[config.mk]
export PLATFORM = sky130hd
export DESIGN_NAME = mem_wb_stage
export DESIGN_NICKNAME = d
export VERILOG_FILES = /design/src/rtl/mem_wb_stage.sv
export SDC_FILE = /design/constraint.sdc
export NUM_CORES = 1
export LEC_CHECK = 0
export CAP_MARGIN = 25
export CORE_AREA = 5 5 134 136
export CTS_CLUSTER_SIZE = 12
export DETAILED_ROUTE_END_ITERATION = 8
export DIE_AREA = 0 0 139 141
export HOLD_SLACK_MARGIN = 0.1
export PLACE_DENSITY_LB_ADDON = 0.25
export SYNTH_ARGS = -nofsm -noshare
export SYNTH_HDL_FRONTEND = slang
export SYNTH_SLANG_ARGS = --single-unit
[constraint.sdc]
create_clock -name clk -period 2 [get_ports clk]
set_input_delay 0.4 -clock clk [delete_from_list [all_inputs] [get_ports clk]]
set_output_delay 0.4 -clock clk [all_outputs]
set_load 0.05 [all_outputs]
[src/rtl/mem_wb_stage.sv]
// MEM/WB pipeline register with load extraction and writeback source selection.
// Optional retired-instruction counter enabled by defining WB_INSTRET_EN.
module mem_wb_stage #(
  parameter int XLEN = 32
) (
  input  logic            clk,
  input  logic            rst,
  input  logic            stall,
  input  logic            flush,
  input  logic            valid_m,
  input  logic            reg_write_m,
  input  logic [1:0]      result_src_m,
  input  logic [2:0]      funct3_m,
  input  logic [4:0]      rd_m,
  input  logic [XLEN-1:0] alu_result_m,
  input  logic [XLEN-1:0] read_data_m,
  input  logic [XLEN-1:0] pc_plus4_m,
  input  logic [XLEN-1:0] imm_m,
  output logic            rf_write_en,
  output logic [4:0]      rf_a3,
  output logic [XLEN-1:0] rf_write_data,
  output logic            valid_w,
  output logic [4:0]      fwd_rd_w,
  output logic [XLEN-1:0] fwd_data_w
`ifdef WB_INSTRET_EN
  ,
  output logic [63:0]     instret
`endif
);

  logic            valid_r;
  logic            reg_write_r;
  logic [1:0]      result_src_r;
  logic [2:0]      funct3_r;
  logic [4:0]      rd_r;
  logic [XLEN-1:0] alu_result_r;
  logic [XLEN-1:0] read_data_r;
  logic [XLEN-1:0] pc_plus4_r;
  logic [XLEN-1:0] imm_r;

  logic [XLEN-1:0] load_data_s;
  logic [XLEN-1:0] wb_data_s;
  logic            write_en_s;

  // Byte/half lane select from the low address bits, then sign or zero extend.
  function automatic logic [31:0] load_extract(input logic [2:0]  f3,
                                               input logic [1:0]  off,
                                               input logic [31:0] word);
    logic [7:0]  b;
    logic [15:0] h;
    logic [31:0] r;
    case (off)
      2'b00:   b = word[7:0];
      2'b01:   b = word[15:8];
      2'b10:   b = word[23:16];
      2'b11:   b = word[31:24];
      default: b = word[7:0];
    endcase
    h = off[1] ? word[31:16] : word[15:0];
    case (f3)
      3'b000:  r = {{24{b[7]}}, b};
      3'b100:  r = {24'h00_0000, b};
      3'b001:  r = {{16{h[15]}}, h};
      3'b101:  r = {16'h0000, h};
      default: r = word;
    endcase
    return r;
  endfunction

  // Pipeline register: rst > flush > stall > load.
  always_ff @(posedge clk) begin
    if (rst || flush) begin
      valid_r      <= 1'b0;
      reg_write_r  <= 1'b0;
      result_src_r <= 2'b00;
      funct3_r     <= 3'b000;
      rd_r         <= 5'd0;
      alu_result_r <= {XLEN{1'b0}};
      read_data_r  <= {XLEN{1'b0}};
      pc_plus4_r   <= {XLEN{1'b0}};
      imm_r        <= {XLEN{1'b0}};
    end else if (!stall) begin
      valid_r      <= valid_m;
      reg_write_r  <= reg_write_m;
      result_src_r <= result_src_m;
      funct3_r     <= funct3_m;
      rd_r         <= rd_m;
      alu_result_r <= alu_result_m;
      read_data_r  <= read_data_m;
      pc_plus4_r   <= pc_plus4_m;
      imm_r        <= imm_m;
    end
  end

  // Writeback source selection from the registered fields.
  always_comb begin
    load_data_s = load_extract(funct3_r, alu_result_r[1:0], read_data_r);
    case (result_src_r)
      2'b00:   wb_data_s = alu_result_r;
      2'b01:   wb_data_s = load_data_s;
      2'b10:   wb_data_s = pc_plus4_r;
      2'b11:   wb_data_s = imm_r;
      default: wb_data_s = alu_result_r;
    endcase
    if (valid_r && reg_write_r && (rd_r != 5'd0)) begin
      write_en_s = 1'b1;
    end else begin
      write_en_s = 1'b0;
    end
  end

  // A stalled valid instruction keeps writing the same value every cycle.
  assign rf_write_en   = write_en_s;
  assign rf_a3         = rd_r;
  assign rf_write_data = wb_data_s;
  assign valid_w       = valid_r;
  assign fwd_rd_w      = write_en_s ? rd_r : 5'd0;
  assign fwd_data_w    = wb_data_s;

`ifdef WB_INSTRET_EN
  logic [63:0] instret_r;

  // Count an instruction when it leaves WB; a stalled one is counted once.
  always_ff @(posedge clk) begin
    if (rst) begin
      instret_r <= 64'd0;
    end else if (valid_r && !stall) begin
      instret_r <= instret_r + 64'd1;
    end
  end

  assign instret = instret_r;
`endif

endmodule
# ---- After elaboration in Yosys (flattened, before gate mapping)
# Cells that the tools add are included.
dict set report word_totals {
  mem_bits_rw 0
  mem_bits_ro 0
  elab_cells 31
  n_memories 0
  out_inout_bits 76
  register_bits 140
  latch_bits 0
  in_bits 144
}
dict set report op_classes {
  n_eq_ne 9
  order_cmp 0
  muxes 6
  n_mul 0
  n_addsub 0
  bitwise 0
  div_mod_pow 0
  shifts 0
  n_reduce_logical 7
}
# operator count
set op_table {}
lappend op_table {{case mux 32 bit (4 select lines)} 2}
lappend op_table {{case mux 8 bit (4 select lines)} 1}
lappend op_table {{2-to-1 mux 16 bit} 1}
lappend op_table {{equality test 2 bit (second input constant)} 4}
lappend op_table {{equality test 3 bit (second input constant)} 2}
lappend op_table {{2-to-1 mux 5 bit} 1}
lappend op_table {{nonzero test 5 bit} 1}
lappend op_table {{equality test 2 x 1 -> 1 bit (second input constant)} 2}
lappend op_table {{zero test 2 bit} 2}
lappend op_table {{equality test 3 x 1 -> 1 bit (second input constant)} 1}
lappend op_table {{zero test 3 bit} 1}
lappend op_table {{logical AND 1 bit} 2}
lappend op_table {{logical OR 1 bit} 1}
lappend op_table {{2-to-1 mux 1 bit} 1}

# ---- Logic depth before layout (Yosys ltp)
# Gate-level depths: netlist of the first run.
dict set report depth {
  depth_word 4
  mapped_depth 7
  mapped_depth_nobuf 4
}

# ---- Least setup slack after synthesis of the first run
# No wires, ideal clock.
dict set report synth_timing {
  path_kind {flip-flop to output port}
  startpoint {register result_src_r[0]}
  endpoint {output port rf_write_data[10]}
  path_slack_ps -1142
  arrival_ps 2742
  path_stages_with_launch 8
  path_buffers 3
  t_required_ps 1600
  cell_sequence {dfxtp_1 -> buf_2 -> clkinv_1 -> nor2_1 -> buf_2 -> nand2_2 -> a221oi_1 -> buf_4}
}
dict set report synth_via {
  elab_chain_len 2
  word_cells_on_any_way 5
  cone_classes {3 x eq/ne; 1 x mux; 1 x reduce/logical}
}
# item line_no
set synth_lines {}
lappend synth_lines {{from (decl)} 33} ;# logic [1:0] result_src_r;
lappend synth_lines {{from (signal assigned)} 85} ;# result_src_r <= result_src_m;
lappend synth_lines {{equality test 2 bit, or another cell as far along} 98} ;# case (result_src_r)
lappend synth_lines {{case mux 32 bit (4 select lines) *} 98}
lappend synth_lines {{to (decl)} 21} ;# output logic [XLEN-1:0] rf_write_data,
# Mark *: on every way between the ends. The rest lies on a longest branch, timed or not.

# ---- Worst setup path in the final report of the first run
dict set report layout_timing {
  startpoint {register alu_result_r[1]}
  endpoint {output port fwd_data_w[24]}
}
dict set report layout_via {
  elab_chain_len 4
  word_cells_on_any_way 8
  cone_classes {3 x eq/ne; 4 x mux; 1 x reduce/logical}
}
# item line_no
set layout_lines {}
lappend layout_lines {{from (decl)} 36} ;# logic [XLEN-1:0] alu_result_r;
lappend layout_lines {{from (signal assigned)} 78} ;# alu_result_r <= {XLEN{1'b0}};
lappend layout_lines {{from (signal assigned)} 88} ;# alu_result_r <= alu_result_m;
lappend layout_lines {{equality test 2 bit, or another cell as far along} 52} ;# case (off)
lappend layout_lines {{case mux 8 bit (4 select lines)} 52}
lappend layout_lines {{case mux 32 bit (4 select lines) *} 60} ;# case (f3)
lappend layout_lines {{case mux 32 bit (4 select lines) *} 98}
lappend layout_lines {{to (decl)} 24} ;# output logic [XLEN-1:0] fwd_data_w
# Marks and branches as above.

==> results of run 1 <==
## state kept, by name, summed over array words and instances (netlist names)
name / count
alu_result_r: 32
imm_r: 32
pc_plus4_r: 32
read_data_r: 32
rf_a3: 5
funct3_r: 3
result_src_r: 2
reg_write_r: 1
valid_w: 1
## kinds of logic after synthesis
logic type,share of synthesized area (%)
simple gates,14.57
flops,41.37
buf+inv,8.125
compound gates,12.35
mux,23.58
## path summary, 6_finish.rpt
kind,start,to,slack [ns],cells past startpoint
worst max-delay path,alu_result_r[1],fwd_data_w[24],-0.56,6
worst min-delay path,imm_r[31],imm_r[31],0.49,2
worst max register to register,result_src_r[1],result_src_r[1],1.09,3
worst min register to register,imm_r[31],imm_r[31],0.49,2
## per-stage QoR
stage / utilization, % / area, um^2
final: 66.65 / 11210
after global routing: 66.65 / 11210
after CTS: 66.07 / 11110
after detailed placement: 61.21 / 10290
after global placement: 61.21 / 10290
after floorplan: - / 7267
## power groups by stage
| stage | combinational (W) | sequential, W | clock [W] |
|---|---|---|---|
| global placement | 0.00190 | 0.00301 | 0 |
| floorplan | 0.00107 | 0.00300 | 0 |
| detailed placement | 0.00192 | 0.00301 | 0 |
| global route | 0.00207 | 0.00296 | 0.00352 |
| CTS | 0.00197 | 0.00295 | 0.00337 |
| finish | 0.00198 | 0.00295 | 0.00333 |
## cells in the mapped netlist (7+ instances only)
cell | count | area, um^2
nor2_1 | 157 | 589.3
mux2i_1 | 145 | 1451
dfxtp_1 | 140 | 2803
o21ai_0 | 44 | 220.2
nand2_1 | 40 | 150.1
buf_4 | 34 | 255.2
clkbuf_1 | 34 | 127.6
buf_2 | 23 | 115.1
a21oi_1 | 19 | 95.09
o221ai_1 | 16 | 140.1
o22ai_1 | 16 | 100.1
a22oi_1 | 12 | 90.09
nor3b_1 | 11 | 82.58
inv_1 | 9 | 33.78
mux2_2 | 7 | 78.83
## per-layer routing
| metal | track usage (%) | part of all wire [%] |
|---|---|---|
| met1 | 28.18 | 42 |
| met5 | 0 | 0 |
| met4 | 8.599 | 2.4 |
| met2 | 38.07 | 49 |
| met3 | 5.461 | 6.2 |
## critical path, cell delays in order (launching register included)
cell and delay [ns]:
dfxtp_4 0.39, mux2_4 0.33, mux2_4 0.28, a21oi_4 0.26, buf_4 0.22, o21ai_4 0.08
buf_12 0.17
## area by class of cell
class | count | area, um^2 | share of cell area (%)
Antenna cell | 2 | 5.005 | 0.04465
Clock buffer | 21 | 460.4 | 4.108
Clock inverter | 11 | 165.2 | 1.474
Inverter | 10 | 38.79 | 0.3461
Multi-Input combinational cell | 518 | 3871 | 34.54
Sequential cell | 140 | 2818 | 25.14
Tap cell | 225 | 281.5 | 2.512
Timing Repair Buffer | 294 | 3568 | 31.84
## repair_timing
action | 4_1_cts | 5_1_grt
pin swaps | 26 | 9
gates cloned | 0 | 0
hold buffers | 0 | 0
setup endpoints to repair | 70 | 64
setup buffers | 9 | 2
gates resized for setup | 46 | 15
endpoints found under the hold margin | 0 | 0
==> results.toml, run 1 <==
[status]
status = "finished with violations"
violations = "setup timing"

[sta]
fmax_ghz = 0.3899
maxSlewHeadroom_pct = 66.74
finalSetupViolations = 64
drv_slew = 0
timing.final.ws_setup_ns = -0.5650
tightestPinTransition_ns = 0.5009
tns_ns = -30.80
fin_skew_ns = 0
min_period_ns = 2.565
hold_viol_final = 0
rsz0062_at_grt = "true"
holdWs_ns = 0.4933
period_share_pct = 128.2

[cells_and_area]
drive_gt1_share_pct = 25.35
final_net_count = 1125
fillers = 1345
layout_common_cells = "156 x nor2_1, 144 x mux2i_1, 142 x clkdlybuf4s50_1, 134 x dfxtp_1, 73 x buf_12"
final_common_cell = "nor2_1"
syn2layout_area_growth_pct = 65.43
instances_no_fill = 1221

[floorplanning]
initial_core_util_pct = 40.29
core_um2 = 16820
die_w_um = 139
dieArea_um2 = 19600
rows = 48
die_y_um = 141
pin_count = 220

[worst_setup_path]
path_class = "flop to output pin"
cp_max_fo = 7
critical_path_arrival_ns = 2.16
start_kind = "flop"
cp.required_ns = 1.60
crit_path_end_kind = "output pin"

[logic_synthesis]
synth-edff-count = 0
async_flop_share_pct = 0
postSynthCellCount = 761
synth-seq-area-share_pct = 41.37
synthFlopType = "dfxtp_1"
avgSynthCellArea_um2 = 8.903
synth_nets = 905
netlist_area_um2 = 6775
ys_seq_elements = 140
yosysWarningCount = 0
ys_types = 36

[cts]
clk_pin_slew_worst_paths_ns = 0.06
clock_sinks = 140
clk_latency_ns = 0.42
cts_max_path_buffers = 2
root_buffer = "clkbuf_16"
htree_levels = 4
tritoncts = "yes"
cts_made_buffers = 17

[pwr]
power_w = 0.008262
p_int_w = 0.006038
power.density_nw_per_um2 = 737.1
p_comb_share_pct = 23.9
p_leak_nw = 4.646
seq_power_share_pct = 35.7
clkPwrFrac_pct = 40.4
switching_share_pct = 26.91
switchingPower_w = 0.002224
worst_ir_drop_vdd_mv = 0.5898

[drt]
wl_per_cell_um = 18.34
viasPerCell = 5.220
antenna_left = 0
remaining_drc_errors = 0
firstDrtPassIters = 5
drt-initial-drc-count = 383
drt-total-wl_mm = 22.39
vias = 6374

[global_route]
grt_pass1_vias = 6395
grt_overflow = 0
antenna_found_initial = 2
grt_max_degree = 56
grt_pass1_wl_mm = 35.02
grt_use_total_pct = 22.62

[placement]
place_ws_ns = -0.1147
finalWeightedCongestion = 0.8794
port_buffers = 219
hpwl_mm = 16.65
dpl.cell_count = 1176

[worst_hold_path]
hold_path.class = "flop to flop"

[job]
maxCapViolations = 0
(Power assumes the default switching activity.)
==> inputs of run 2 (changes only) <==
CORE_AREA = 5 5 103 177   (was 5 5 134 136)
CTS_CLUSTER_DIAMETER = 120   (was unset)
DIE_AREA = 0 0 108 182   (was 0 0 139 141)
SKIP_CTS_REPAIR_TIMING = 1   (was unset)
==> run 2 against run 1 <==
Effect of this change: the run still ends with setup timing left; die area up 0.29%; clock skew unchanged; wire length is 2.5% higher; combinational power about the same; first-iteration DRC count down 22%; critical endpoint is now fwd_data_w[26]; largest cell class unchanged.
==> results.toml, run 2 (synthesized netlist as in run 1, its figures left out) <==
[status]
status = "finished with violations"
violations = "setup timing"

[cells_and_area]
final_net_count = 1124
final_common_cell = "nor2_1"
layout_common_cells = "156 x nor2_1, 144 x mux2i_1, 142 x clkdlybuf4s50_1, 134 x dfxtp_1, 72 x buf_12"
fillers = 1343
final_util_pct = 66.95
drive_gt1_share_pct = 25.08
syn2layout_area_growth_pct = 65.13

[floorplanning]
core_um2 = 16710
die_y_um = 182
dieArea_um2 = 19660
pin_count = 220
die_w_um = 108
rows = 63
initial_core_util_pct = 40.54

[drt]
firstDrtPassIters = 5
drt-total-wl_mm = 22.96
antenna_left = 0
vias = 6404
viasPerCell = 5.241
wl_per_cell_um = 18.79
remaining_drc_errors = 0
drt-initial-drc-count = 300

[global_route]
grt_pass1_vias = 6316
grt_pass1_wl_mm = 33.49
antenna_found_initial = 2
grt_max_degree = 49
grt_overflow = 0
grt_use_total_pct = 22.07

[cts]
tritoncts = "yes"
htree_levels = 4
clk_latency_ns = 0.42
clock_sinks = 140
cts_max_path_buffers = 2
root_buffer = "clkbuf_16"
clk_pin_slew_worst_paths_ns = 0.06
cts_made_buffers = 17

[sta]
drv_slew = 0
timing.final.ws_setup_ns = -0.5828
fin_skew_ns = 0
period_share_pct = 129.1
maxSlewHeadroom_pct = 65.35
rsz0062_at_grt = "true"
fmax_ghz = 0.3872
min_period_ns = 2.583
tightestPinTransition_ns = 0.5189
finalSetupViolations = 64
hold_viol_final = 0

[pwr]
p_leak_nw = 4.676
power_w = 0.008064
power.density_nw_per_um2 = 720.7
worst_ir_drop_vdd_mv = 0.4286

[worst_setup_path]
reg2regPathDepth = 5
path_class = "flop to output pin"
start_kind = "flop"
cp_max_fo = 8
cp.required_ns = 1.60
critical_path_arrival_ns = 2.18
crit_path_end_kind = "output pin"

[placement]
finalWeightedCongestion = 0.8445
hpwl_mm = 17.13
port_buffers = 219
place_ws_ns = -0.1735

[worst_hold_path]
min_path_cells = 2
hold_path.class = "flop to flop"

[job]
maxCapViolations = 0
## run 2: critical path: stages, from the launching register on
cell	delay, ns
dfxtp_4	0.40
mux2_4	0.34
mux2_4	0.29
a21oi_4	0.23
clkbuf_16	0.23
o21ai_4	0.08
buf_12	0.17
## run 2: final cells by class
type | count | area, um^2 | share of cell area [%]
antenna | 2 | 5.005 | 0.04473
clock buffer | 20 | 456.7 | 4.082
clock inverter | 12 | 127.6 | 1.141
inverter | 10 | 38.79 | 0.3467
multi-input combinational | 518 | 3867 | 34.57
sequential | 140 | 2818 | 25.18
tap | 227 | 284.0 | 2.539
timing repair buffer | 293 | 3591 | 32.10
## run 2: per-layer routing
layer / track usage (%) / part of all wire [%] / up-vias
met4: 11.27 / 4.2 / 0
met5: 0 / 0 / -
met1: 23.95 / 37 / 3049
met2: 40.05 / 53 / 231
met3: 3.949 / 5.3 / 52
li1: - / - / 3072
## run 2: worst paths after layout
| check | from | end | slack, ns |
|---|---|---|---|
| max | alu_result_r[1] | fwd_data_w[26] | -0.58 |
| min reg2reg | imm_r[27] | imm_r[27] | 0.49 |
| min | imm_r[27] | imm_r[27] | 0.49 |
| max reg2reg | funct3_r[1] | funct3_r[1] | 0.95 |
## run 2: power breakdown
group | internal [W] | leakage, nW | switching, W
Combinational | 0.00101 | 3.25 | 0.000964
Clock | 0.00182 | 0.279 | 0.00132
Sequential | 0.00288 | 1.14 | 0.0000719
Total | 0.00570 | 4.68 | 0.00236
## run 2: per-stage QoR
stage	TNS, ns	cell area, um^2	hold WS, ns	cells
after floorplan	-7.815	7267	0.4578	761
after global placement	-2.764	10260	0.4747	1177
after detailed placement	-4.153	10260	0.4848	1177
after CTS	-33.40	10840	0.4991	1209
after global routing	-35.66	11190	0.5235	1222
final	-32.77	11190	0.4937	1222
